===== config.mk =====
export PLATFORM = sky130hd
export DESIGN_NAME = fi_mem_responder_flat
export DESIGN_NICKNAME = d
export VERILOG_FILES = /design/src/rtl/fi_mem_if.sv /design/src/rtl/fi_mem_responder.sv /design/src/flat_wrapper.sv
export SDC_FILE = /design/constraint.sdc
export NUM_CORES = 1
export LEC_CHECK = 0
export ABC_AREA = 1
export BUFFER_PORTS_ARGS = -buffer_cell sky130_fd_sc_hd__buf_2
export CAP_MARGIN = 10
export CELL_PAD_IN_SITES_DETAIL_PLACEMENT = 0
export CELL_PAD_IN_SITES_GLOBAL_PLACEMENT = 2
export CORE_ASPECT_RATIO = 0.5
export CORE_MARGIN = 5
export CORE_UTILIZATION = 27
export CTS_CLUSTER_DIAMETER = 40
export DETAILED_ROUTE_END_ITERATION = 8
export PLACE_DENSITY = 0.79
export SLEW_MARGIN = 40
export SYNTH_ARGS = -nofsm -noshare
export SYNTH_HDL_FRONTEND = slang
export SYNTH_HIERARCHICAL = 1
export SYNTH_SLANG_ARGS = --single-unit

===== constraint.sdc =====
create_clock -name clock -period 2.18 [get_ports clock]
set_clock_uncertainty 0.05 [all_clocks]
set_input_delay 0.109 -clock clock [delete_from_list [all_inputs] [get_ports clock]]
set_output_delay 0.109 -clock clock [all_outputs]
set_load 0.01 [all_outputs]

===== src/rtl/fi_mem_if.sv =====
// Core-side memory channel bundle: req/gnt request handshake plus recv/ack response handshake.
// Channel c occupies bit c, or rdata[c*XLEN +: XLEN].
interface fi_mem_if #(
  parameter int NCH  = 2,
  parameter int XLEN = 32
);
  logic [NCH-1:0]      req;
  logic [NCH-1:0]      wen;
  logic [NCH-1:0]      gnt;
  logic [NCH-1:0]      recv;
  logic [NCH-1:0]      ack;
  logic [NCH-1:0]      error;
  logic [NCH*XLEN-1:0] rdata;

  modport master (output req, wen, ack, input gnt, recv, error, rdata);
  modport slave  (input req, wen, ack, output gnt, recv, error, rdata);
endinterface


===== src/rtl/fi_mem_responder.sv =====
// Environment-side responder for NCH independent memory channels: bounded grant stall,
// minimum response latency, DEPTH-deep in-order outstanding queue, sticky protocol flags.
module fi_mem_responder #(
  parameter int NCH       = 2,
  parameter int DEPTH     = 2,
  parameter int LAT       = 0,
  parameter int MAX_STALL = 3,
  parameter int XLEN      = 32
) (
  input  logic                             clock,
  input  logic                             reset,
  fi_mem_if.slave                          bus,
  input  logic [NCH-1:0]                   env_gnt,
  input  logic [NCH-1:0]                   env_err,
  input  logic [NCH*XLEN-1:0]              env_rdata,
  output logic [NCH*$clog2(DEPTH+1)-1:0]   outstanding,
  output logic [NCH-1:0]                   viol
);
  localparam int CW = $clog2(DEPTH + 1);

  logic [NCH-1:0]      gnt_w, recv_w, err_w;
  logic [NCH*XLEN-1:0] rdata_w;

  for (genvar c = 0; c < NCH; c++) begin : g_ch
    fi_mem_chan #(.DEPTH(DEPTH), .LAT(LAT), .MAX_STALL(MAX_STALL), .XLEN(XLEN)) u_ch (
      .clock       (clock),
      .reset       (reset),
      .req         (bus.req[c]),
      .wen         (bus.wen[c]),
      .ack         (bus.ack[c]),
      .env_gnt     (env_gnt[c]),
      .env_err     (env_err[c]),
      .env_rdata   (env_rdata[c*XLEN +: XLEN]),
      .gnt         (gnt_w[c]),
      .recv        (recv_w[c]),
      .error       (err_w[c]),
      .rdata       (rdata_w[c*XLEN +: XLEN]),
      .outstanding (outstanding[c*CW +: CW]),
      .viol        (viol[c])
    );
  end

  assign bus.gnt   = gnt_w;
  assign bus.recv  = recv_w;
  assign bus.error = err_w;
  assign bus.rdata = rdata_w;
endmodule

module fi_mem_chan #(
  parameter int DEPTH     = 2,
  parameter int LAT       = 0,
  parameter int MAX_STALL = 3,
  parameter int XLEN      = 32
) (
  input  logic                         clock,
  input  logic                         reset,
  input  logic                         req,
  input  logic                         wen,
  input  logic                         ack,
  input  logic                         env_gnt,
  input  logic                         env_err,
  input  logic [XLEN-1:0]              env_rdata,
  output logic                         gnt,
  output logic                         recv,
  output logic                         error,
  output logic [XLEN-1:0]              rdata,
  output logic [$clog2(DEPTH+1)-1:0]   outstanding,
  output logic                         viol
);
  localparam int CW = $clog2(DEPTH + 1);
  localparam int PW = (DEPTH > 1) ? $clog2(DEPTH) : 1;
  localparam int AW = $clog2(LAT + 2);
  localparam int SW = $clog2(MAX_STALL + 2);
  localparam logic [AW-1:0] AGE_MAX   = AW'(LAT);
  localparam logic [SW-1:0] STALL_MAX = SW'(MAX_STALL);
  // An entry is already one cycle old when it lands in the queue (age 0 was its grant cycle).
  localparam logic [AW-1:0] AGE_PUSH  = (LAT > 0) ? AW'(1) : AW'(0);

  logic [DEPTH-1:0]         wen_q, wen_d;
  logic [DEPTH-1:0][AW-1:0] age_q, age_d;
  logic [PW-1:0]            rd_q, rd_d, wr_q, wr_d;
  logic [CW-1:0]            cnt_q, cnt_d;
  logic [SW-1:0]            stall_q, stall_d;
  logic                     recv_q, recv_d, err_q, err_d, viol_q, viol_d;
  logic [XLEN-1:0]          rdata_q, rdata_d;
  logic                     full, push, head_vld, head_wen, load, pop_fifo, fifo_push;
  logic [AW-1:0]            head_age;

  always_comb begin
    full = (cnt_q == CW'(DEPTH));
    gnt  = req & ~full & (env_gnt | (stall_q == STALL_MAX));
    push = req & gnt;

    // With an empty queue the incoming request is the head, so LAT=0 answers next cycle.
    if (cnt_q != '0) begin
      head_vld = 1'b1;
      head_wen = wen_q[rd_q];
      head_age = age_q[rd_q];
    end else begin
      head_vld = push;
      head_wen = wen;
      head_age = '0;
    end

    load      = head_vld & (head_age == AGE_MAX) & (~recv_q | ack);
    pop_fifo  = load & (cnt_q != '0);
    fifo_push = push & ~(load & (cnt_q == '0));

    wen_d = wen_q;
    rd_d  = rd_q;
    wr_d  = wr_q;
    for (int i = 0; i < DEPTH; i++)
      age_d[i] = (age_q[i] == AGE_MAX) ? age_q[i] : age_q[i] + AW'(1);
    if (fifo_push) begin
      wen_d[wr_q] = wen;
      age_d[wr_q] = AGE_PUSH;
      wr_d        = (wr_q == PW'(DEPTH - 1)) ? '0 : wr_q + PW'(1);
    end
    if (pop_fifo)
      rd_d = (rd_q == PW'(DEPTH - 1)) ? '0 : rd_q + PW'(1);
    cnt_d = cnt_q + CW'(fifo_push) - CW'(pop_fifo);

    recv_d  = recv_q & ~ack;
    err_d   = err_q;
    rdata_d = rdata_q;
    if (load) begin
      recv_d  = 1'b1;
      err_d   = env_err;
      rdata_d = head_wen ? '0 : env_rdata;
    end

    stall_d = stall_q;
    if (~req | gnt)                stall_d = '0;
    else if (stall_q != STALL_MAX) stall_d = stall_q + SW'(1);

    // A nonzero stall count with req low means the core withdrew an ungranted request.
    viol_d = viol_q | (ack & ~recv_q) | (~req & (stall_q != '0));
  end

  always_ff @(posedge clock or posedge reset) begin
    if (reset) begin
      wen_q   <= '0;
      age_q   <= '0;
      rd_q    <= '0;
      wr_q    <= '0;
      cnt_q   <= '0;
      stall_q <= '0;
      recv_q  <= 1'b0;
      err_q   <= 1'b0;
      rdata_q <= '0;
      viol_q  <= 1'b0;
    end else begin
      wen_q   <= wen_d;
      age_q   <= age_d;
      rd_q    <= rd_d;
      wr_q    <= wr_d;
      cnt_q   <= cnt_d;
      stall_q <= stall_d;
      recv_q  <= recv_d;
      err_q   <= err_d;
      rdata_q <= rdata_d;
      viol_q  <= viol_d;
    end
  end

  assign recv        = recv_q;
  assign error       = err_q;
  assign rdata       = rdata_q;
  assign outstanding = cnt_q + CW'(recv_q);
  assign viol        = viol_q;
endmodule


===== src/flat_wrapper.sv =====
// flat-port wrapper written by rule: the top's interface ports become plain ports
module fi_mem_responder_flat 
#(
  parameter int NCH       = 2,
  parameter int DEPTH     = 2,
  parameter int LAT       = 0,
  parameter int MAX_STALL = 3,
  parameter int XLEN      = 32
)
  (clock, reset, env_gnt, env_err, env_rdata, outstanding, viol, bus_req, bus_wen, bus_ack, bus_gnt, bus_recv, bus_error, bus_rdata);
  fi_mem_if #(.NCH(NCH), .XLEN(XLEN)) bus_i ();
  input  logic clock;
  input  logic reset;
  input  logic [NCH-1:0] env_gnt;
  input  logic [NCH-1:0] env_err;
  input  logic [NCH*XLEN-1:0] env_rdata;
  output logic [NCH*$clog2(DEPTH+1)-1:0] outstanding;
  output logic [NCH-1:0] viol;
  input wire logic [$bits(bus_i.req)-1:0] bus_req;
  input wire logic [$bits(bus_i.wen)-1:0] bus_wen;
  input wire logic [$bits(bus_i.ack)-1:0] bus_ack;
  output wire logic [$bits(bus_i.gnt)-1:0] bus_gnt;
  output wire logic [$bits(bus_i.recv)-1:0] bus_recv;
  output wire logic [$bits(bus_i.error)-1:0] bus_error;
  output wire logic [$bits(bus_i.rdata)-1:0] bus_rdata;
  assign bus_i.req = bus_req;
  assign bus_i.wen = bus_wen;
  assign bus_i.ack = bus_ack;
  assign bus_gnt = bus_i.gnt;
  assign bus_recv = bus_i.recv;
  assign bus_error = bus_i.error;
  assign bus_rdata = bus_i.rdata;
  fi_mem_responder #(.NCH(NCH), .DEPTH(DEPTH), .LAT(LAT), .MAX_STALL(MAX_STALL), .XLEN(XLEN)) u_core (.clock(clock), .reset(reset), .bus(bus_i), .env_gnt(env_gnt), .env_err(env_err), .env_rdata(env_rdata), .outstanding(outstanding), .viol(viol));
endmodule

==> summary.txt, run 1 <==
Setup path
  • CP Cell Sequence: ha_2 -> ha_4 -> nor2_4 -> nor2_4 -> nand3_1 -> nand2_1 -> ha_1 -> inv_1 -> ha_1 -> xnor2_1 -> xor2_1
  • Startpoint Class: flop
  • Worst reg-to-reg path cell count: 11
  • Crit path max fanout: 3
  • Crit path DAT: roughly 2.3 ns
  • Worst setup EP type: flop
  • WP data required: around 2.4 ns
  • Crit Path Class: flop to flop
  • Max incr delay on CP: about 0.38 ns
  • Reg-to-Reg End: u_core/g_ch[1].u_ch/cnt_q[1]
  • Critical R2R Launch: u_core/g_ch[1].u_ch/stall_q[0]
  • WP buf/inv: 1
  • Slowest-stage cell, CP: dfrtp_1
  • CP delay by family, top: adder cells
  • R2R Setup Slk: 0.12 ns

STA
  • Fin Setup TNS: 0 ns
  • RSZ-0062 raised after global routing: false
  • # setup viols final: 0
  • F_max: 0.485 GHz
  • Hold Vio Cnt, Final: 0
  • Fin crit share: 0.946
  • Relative slew margins: 0.650
  • Worst slew pin tran: approximately 0.52 ns
  • Minimum clock period: 2.06 ns
  • Max Slew Vio Count: 0

Synthesis
  • Syn_nets: around 530
  • Synth top area cells: dfrtp_1 49%, o21ai_2 13%, nand3_1 8.2%
  • Post-Syn Area: 4510 µm²
  • Sequential area share after synthesis: 0.488
  • Post-synthesis cell type count: 25
  • Area leader, netlist: dfrtp_1
  • Seq cells post-synth: between 80 and 90
  • Top cell type's share of synthesized area: 0.488
  • Syn avg cell area: 10.2 µm²
  • Synth Warn #: 6
  • Post-Synthesis Cells: 440

Floorplan
  • IO Count: ~150
  • Starting density of the core: 0.275
  • # rows: 33
  • Core Region: 16,400 µm²
  • Die width: 193 µm
  • Die ar.: a little under 20,000 µm²
  • Die span in y: approximately 100 µm

Global route
  • Overall Global Routing Usage: 0.126
  • Largest net degree at the start of global routing: 44
  • First-pass GRT wire length: 19,500 µm
  • Met1 Use GR: 0.149
  • Final global-route overflow total: 0
  • Met2 GRT Util: 0.221
  • Vias in the first global route: 3,844
  • Met3 Use GR: 0.0403
  • Top Usage Layer GRT: met2
  • Antenna violations before repair: 1

Power and ir drop
  • Clock network power share: 0.191
  • Sw Pwr: ~3.5 mW
  • Combinational Power Share: 0.480
  • Seq pwr share: 0.328
  • Sw frac: 0.416
  • Worst IR drop on VDD: between 0.4 and 0.5 mV
  • Pwr dens: ~1300 nW/µm²
  • Static leakage: between 3 and 4 nW
  • Power Internal: 4.89 mW

Layout
  • End-of-flow core utilization: 0.401
  • Most common cell after layout, fill and taps aside: buf_2
  • Antenna fix cells: 0
  • Share of cells above drive strength 1: 0.478
  • Synthesis-to-finish area growth: 45.8%
  • Total Nets Final: ~760
  • Finished Layout Cells: 900
  • Most frequent cells in the layout: 151 x buf_2, 88 x dfrtp_1, 74 x nand3_1

Run
  • Max-cap violation count: 0

Placed design
  • RD Place Congestion: between 0.7 and 0.8
  • IO Port Bufs: roughly 150
  • DP Wirelength: 8260 µm
  • Placed Cells: approximately 810

Clocking
  • CTS H-Tree Depth: 3
  • Maximum buffer depth of the clock tree: 2
  • Clock Latency Late Sink: about 0.34 ns
  • CTS buffer count: 9
  • Worst-path clk slew: around 0.070 ns
  • CTS tree: yes
  • Clock sinks: between 80 and 90
  • CTS Root Buffer Type: clkbuf_16

Min path
  • HP Class: input pin to flop
  • Hold Startpoint: bus_req[0]
  • Hold depth: 3
  • Hold EP: u_core/g_ch[0].u_ch/recv

Run status
  • Status: finished clean

Drt
  • Initial detailed-routing violation count: ~100
  • Avg Vias per Cell: 4.22
  • Detailed Route WL: ~12,000 µm
  • DR WL/cell: about 13 µm
  • Via Count: between 3,000 and 4,000
  • DRC violations left: 0
  • Post-route ant nets: 0
  • Drt pass-1 iters: 4
==> synth_stat cells <==
cell type and count:
dfrtp_1 88, nand3_1 74, o21ai_2 66, nand2_1 52, nand2_2 40, inv_1 30, ha_1 12, a21oi_1 8
buf_12 8, nand2_4 8, nor2_1 8, buf_2 6, o21ai_0 6, xor2_1 6, clkbuf_1 4, nand4_1 4
nor2_4 4, buf_1 2, buf_4 2, buf_8 2, clkbuf_2 2, inv_2 2, nor2_2 2, o21ai_4 2
xnor2_1 2
==> registers in the layout, indices dropped and copies added (netlist names) <==
name / cells
u_core/g_ch.u_ch/cnt_q: 4
u_core/g_ch.u_ch/error: 2
u_core/g_ch.u_ch/rd_q: 2
u_core/g_ch.u_ch/rdata: 64
u_core/g_ch.u_ch/recv: 2
u_core/g_ch.u_ch/stall_q: 6
u_core/g_ch.u_ch/viol: 2
u_core/g_ch.u_ch/wen_q: 4
u_core/g_ch.u_ch/wr_q: 2
==> cell families (layout without fill, tap and decap cells) <==
kind of cell / count (synthesis) / count (layout) / synth area share
xor gates and xnor gates: 8 / 8 / 0.0155
DFF: 88 / 88 / 0.488
AOI/OAI and AO/OA: 82 / 82 / 0.151
and+or+nand+nor: 192 / 192 / 0.226
adders and majority gates: 12 / 12 / 0.0333
buffers and inverters: 58 / 291 / 0.0860
==> metal layers <==
metal  routed length, µm  up-vias
met5                  13        -
met1                5120     1762
met3                 641       13
met4                 132        2
met2                6040       75
li1                    -     1942
==> worst min-delay path: cells and delay by family <==
kind / cells / cell delay [ns]
AO/OA/AOI/OAI: 1 / 0.09
AND/OR/NAND/NOR: 1 / 0.07
buffers and inverters: 1 / 0.10
==> stage by stage <==
stage               area (µm²)  hold slack (ns)  worst slack (ns)  power, mW
floorplan                 4510            0.199            0.0260       5.64
global placement          5520            0.144             0.109       6.68
detailed placement        5520            0.149            0.0346       6.74
CTS                       6510          0.00269            0.0187       8.49
global route              6580           0.0132           0.00566       9.05
finish                    6580          0.00969             0.118       8.37
==> timing repair <==
item,in CTS,in global routing
hold buffers,69,0
resized for setup,0,12
endpoints found under the setup margin,1,2
pin swaps,1,7
endpoints found under the hold margin,111,0
setup buffers,0,2
==> cell type report <==
class | instances | area [µm²]
Multi-Input combinational cell | 294 | 1970
Clock inverter | 3 | 40.0
Clock buffer | 13 | 260
Fill cell | 1678 | 9820
Timing Repair Buffer | 243 | 1690
Tap cell | 227 | 284
Inverter | 32 | 120
Sequential cell | 88 | 2200
==> power by group through the flow <==
stage / registers, mW / clock network [mW] / logic [mW]
2_1_floorplan: 2.99 / 0 / 2.65
3_3_place_gp: 2.76 / 0 / 3.93
3_5_place_dp: 2.78 / 0 / 3.96
4_1_cts: 2.76 / 1.66 / 4.07
5_1_grt: 2.83 / 1.73 / 4.48
6_report: 2.75 / 1.60 / 4.02
==> how the worst max path moves through the flow <==
stage                                        end  slack (ns)                           start  depth (start not counted)
finish              u_core/g_ch[1].u_ch/cnt_q[1]        0.12  u_core/g_ch[1].u_ch/stall_q[0]                         11
global route        u_core/g_ch[1].u_ch/cnt_q[1]       0.006  u_core/g_ch[1].u_ch/stall_q[1]                         11
CTS                 u_core/g_ch[1].u_ch/cnt_q[1]        0.02  u_core/g_ch[1].u_ch/stall_q[0]                         11
detailed placement  u_core/g_ch[1].u_ch/cnt_q[1]        0.03  u_core/g_ch[1].u_ch/stall_q[0]                         11
global placement    u_core/g_ch[1].u_ch/cnt_q[1]        0.11  u_core/g_ch[1].u_ch/stall_q[0]                         11
floorplan           u_core/g_ch[0].u_ch/cnt_q[1]        0.03  u_core/g_ch[0].u_ch/stall_q[0]                         11
No activity file was read; power rests on OpenSTA's default activity.
==> run 2: changes to the inputs <==
CORE_UTILIZATION = 28   (was 27)
CTS_BUF_LIST = sky130_fd_sc_hd__clkbuf_4   (was default)
PLACE_DENSITY = 0.81   (was 0.79)
==> run 2 against run 1 <==
Net effect: total power decreased by 9.6%; via count decreased by 0.13%; cell area decreased by 2.3%; sequential cell count unchanged; sequential share of layout area increased by 0.80 points; cell count decreased by 2.0%; utilization increased by 1.0 points; count of clock-buffer cells in the layout decreased by 3; critical path type unchanged; largest cell class unchanged.
==> summary.txt, run 2 (synthesized netlist as in run 1, its figures left out) <==
Power and ir drop
  • Combinational Power Share: 0.537 (+0.057)
  • Sw frac: 0.445 (+0.0290)
  • Sw Pwr: 3.37 mW (-3.3%)
  • Pwr dens: 1180 nW/µm² (-7.4%)
  • Static leakage: 3.20 nW (-1.9%)
  • Seq pwr share: 0.362 (+0.034)
  • Clock network power share: 0.100 (-0.091)
  • Worst IR drop on VDD: 0.527 mV (+11%)
  • Power Internal: 4.20 mW (-14%)

STA
  • Final WS setup: 0.104 ns (-0.0147 ns)
  • Relative slew margins: 0.605 (-0.0449)
  • # setup viols final: 0 (unchanged)
  • Worst slew pin tran: 0.593 ns (+0.0682 ns)
  • F_max: 0.482 GHz (-0.71%)
  • Max Slew Vio Count: 0 (unchanged)
  • Fin crit share: 0.953 (+0.00674)
  • Minimum clock period: 2.08 ns (+0.0147 ns)
  • RSZ-0062 raised after global routing: false
  • Hold Vio Cnt, Final: 0 (unchanged)
  • Fin Setup TNS: 0 ns (unchanged)

Floorplan
  • Die ar.: 18,900 µm² (-3.3%)
  • Die width: 189 µm (-1.7%)
  • Core Region: 15,600 µm² (-4.7%)
  • Starting density of the core: 0.289 (+0.0137)
  • # rows: 32 (-3.0%)
  • IO Count: 152 (unchanged)
  • Die span in y: 99.7 µm (-1.6%)

Setup path
  • Slowest-stage cell, CP: dfrtp_1
  • Critical R2R Launch: u_core/g_ch[0].u_ch/stall_q[0]
  • Worst setup EP type: flop
  • Startpoint Class: flop
  • Worst Setup SP: u_core/g_ch[0].u_ch/stall_q[0]
  • Crit path DAT: 2.35 ns (+0.08 ns)
  • Max incr delay on CP: 0.42 ns (+0.04 ns)
  • Crit Path Class: flop to flop
  • WP data required: 2.45 ns (+0.06 ns)
  • Crit path max fanout: 3 (unchanged)
  • CP Cell Sequence: ha_2 -> ha_4 -> nor2_4 -> nor2_4 -> nand3_1 -> nand2_1 -> ha_1 -> inv_1 -> ha_1 -> xnor2_2 -> xor2_1

Drt
  • DR WL/cell: 13.2 µm (-0.79%)
  • Post-route ant nets: 0 (unchanged)
  • DRC violations left: 0 (unchanged)
  • Detailed Route WL: 11,600 µm (-2.8%)
  • Initial detailed-routing violation count: 93 (-8.8%)
  • Avg Vias per Cell: 4.30 (+1.9%)
  • Drt pass-1 iters: 4 (unchanged)
  • Via Count: 3,789 (-0.13%)

Global route
  • Final global-route overflow total: 0 (unchanged)
  • Vias in the first global route: 3,861 (+0.44%)
  • Overall Global Routing Usage: 0.126 (about the same)
  • First-pass GRT wire length: 19,500 µm (-0.29%)
  • Antenna violations before repair: 0 (-1)
  • Largest net degree at the start of global routing: 45 (+2.3%)

Run status
  • Status: finished clean

Clocking
  • CTS tree: yes
  • Clock sinks: 88 (unchanged)
  • Clock Latency Late Sink: 0.44 ns (+0.10 ns)
  • Worst-path clk slew: 0.14 ns (+0.07 ns)
  • Maximum buffer depth of the clock tree: 2 (unchanged)
  • CTS Root Buffer Type: clkbuf_4
  • CTS buffer count: 9 (unchanged)
  • CTS H-Tree Depth: 3 (unchanged)

Placed design
  • Dpl cell area: 5520 µm² (about the same)
  • Pre-CTS setup slack: 0.0402 ns (+0.00553 ns)
  • IO Port Bufs: 151 (unchanged)
  • RD Place Congestion: 0.705 (-11%)
  • DP Wirelength: 7870 µm (-4.6%)

Layout
  • Synthesis-to-finish area growth: 42.4%
  • Most common cell after layout, fill and taps aside: buf_2
  • Most frequent cells in the layout: 151 x buf_2, 88 x dfrtp_1, 77 x dlygate4sd3_1
  • Total Nets Final: 764 (+1.1%)
  • Share of cells above drive strength 1: 0.468 (-0.0109)
  • Finished Cell Area: 6420 µm² (-2.3%)
  • Largest register FFs: 64 (unchanged)
  • Fill count: 1,596 (-4.9%)
  • Antenna fix cells: 0 (unchanged)
  • End-of-flow core utilization: 0.411 (+0.0101)

Run
  • Max-cap violation count: 0 (unchanged)

Min path
  • HP Class: input pin to flop
  • Hold Startpoint: env_gnt[1]
==> run 2: worst paths after layout <==
check / end / slack [ns] / cells past startpoint
max: u_core/g_ch[0].u_ch/cnt_q[1] / 0.10 / 11
min: u_core/g_ch[1].u_ch/wr_q / 0.14 / 6
max reg2reg: u_core/g_ch[0].u_ch/cnt_q[1] / 0.10 / 11
min reg2reg: u_core/g_ch[0].u_ch/wen_q[0] / 0.44 / 2
max in group asynchronous: u_core/g_ch[0].u_ch/viol / 1.35 / 4
min in group asynchronous: u_core/g_ch[0].u_ch/rdata[10] / 0.21 / 3
==> run 2: power groups by stage <==
stage | Sequential [mW] | Clock [mW] | Combinational (mW)
finish | 2.74 | 0.761 | 4.07
global placement | 2.77 | 0 | 3.96
floorplan | 2.99 | 0 | 2.65
detailed placement | 2.79 | 0 | 4.01
CTS | 2.76 | 0.827 | 4.12
global route | 2.84 | 0.887 | 4.52
==> run 2: repair_timing <==
item,in CTS,in global routing
pin swaps,1,3
hold endpoints to repair,146,0
hold buffers,77,0
resized for setup,0,10
setup endpoints to repair,1,4
setup buffers,0,0
==> run 2: through the flow <==
step / instances / total power, mW / hold WS [ns]
finish: 882 / 7.57 / 0.140
global route: 882 / 8.24 / 0.118
CTS: 882 / 7.70 / 0.0865
detailed placement: 792 / 6.80 / 0.168
global placement: 792 / 6.73 / 0.162
floorplan: 440 / 5.64 / 0.199
==> run 2: final cells by class <==
cell class              instances  area (µm²)  area share
clock buffers                  10        75.1      0.0117
repair buffers                251        1790       0.278
flip-flops and latches         88        2200       0.343
clock inverters                 3        12.5     0.00195
multi-input cells             294        1970       0.307
well taps                     204         255      0.0398
inverters                      32         120      0.0187
==> run 2: worst max-delay path, delay by kind of cell (launching register included) <==
| family | cells | cell delay, ns |
|---|---|---|
| buf+inv | 1 | 0.04 |
| xor+xnor | 2 | 0.28 |
| flops | 1 | 0.42 |
| simple gates | 4 | 0.32 |
| fa+ha+maj | 4 | 0.86 |
==> run 2: metal layers <==
layer	vias up	part of all wire	track usage
li1	1955	-	-
met4	0	0.0072	0.0250
met5	-	0	0
met2	97	0.44	0.202
met3	10	0.067	0.0435
met1	1727	0.48	0.166
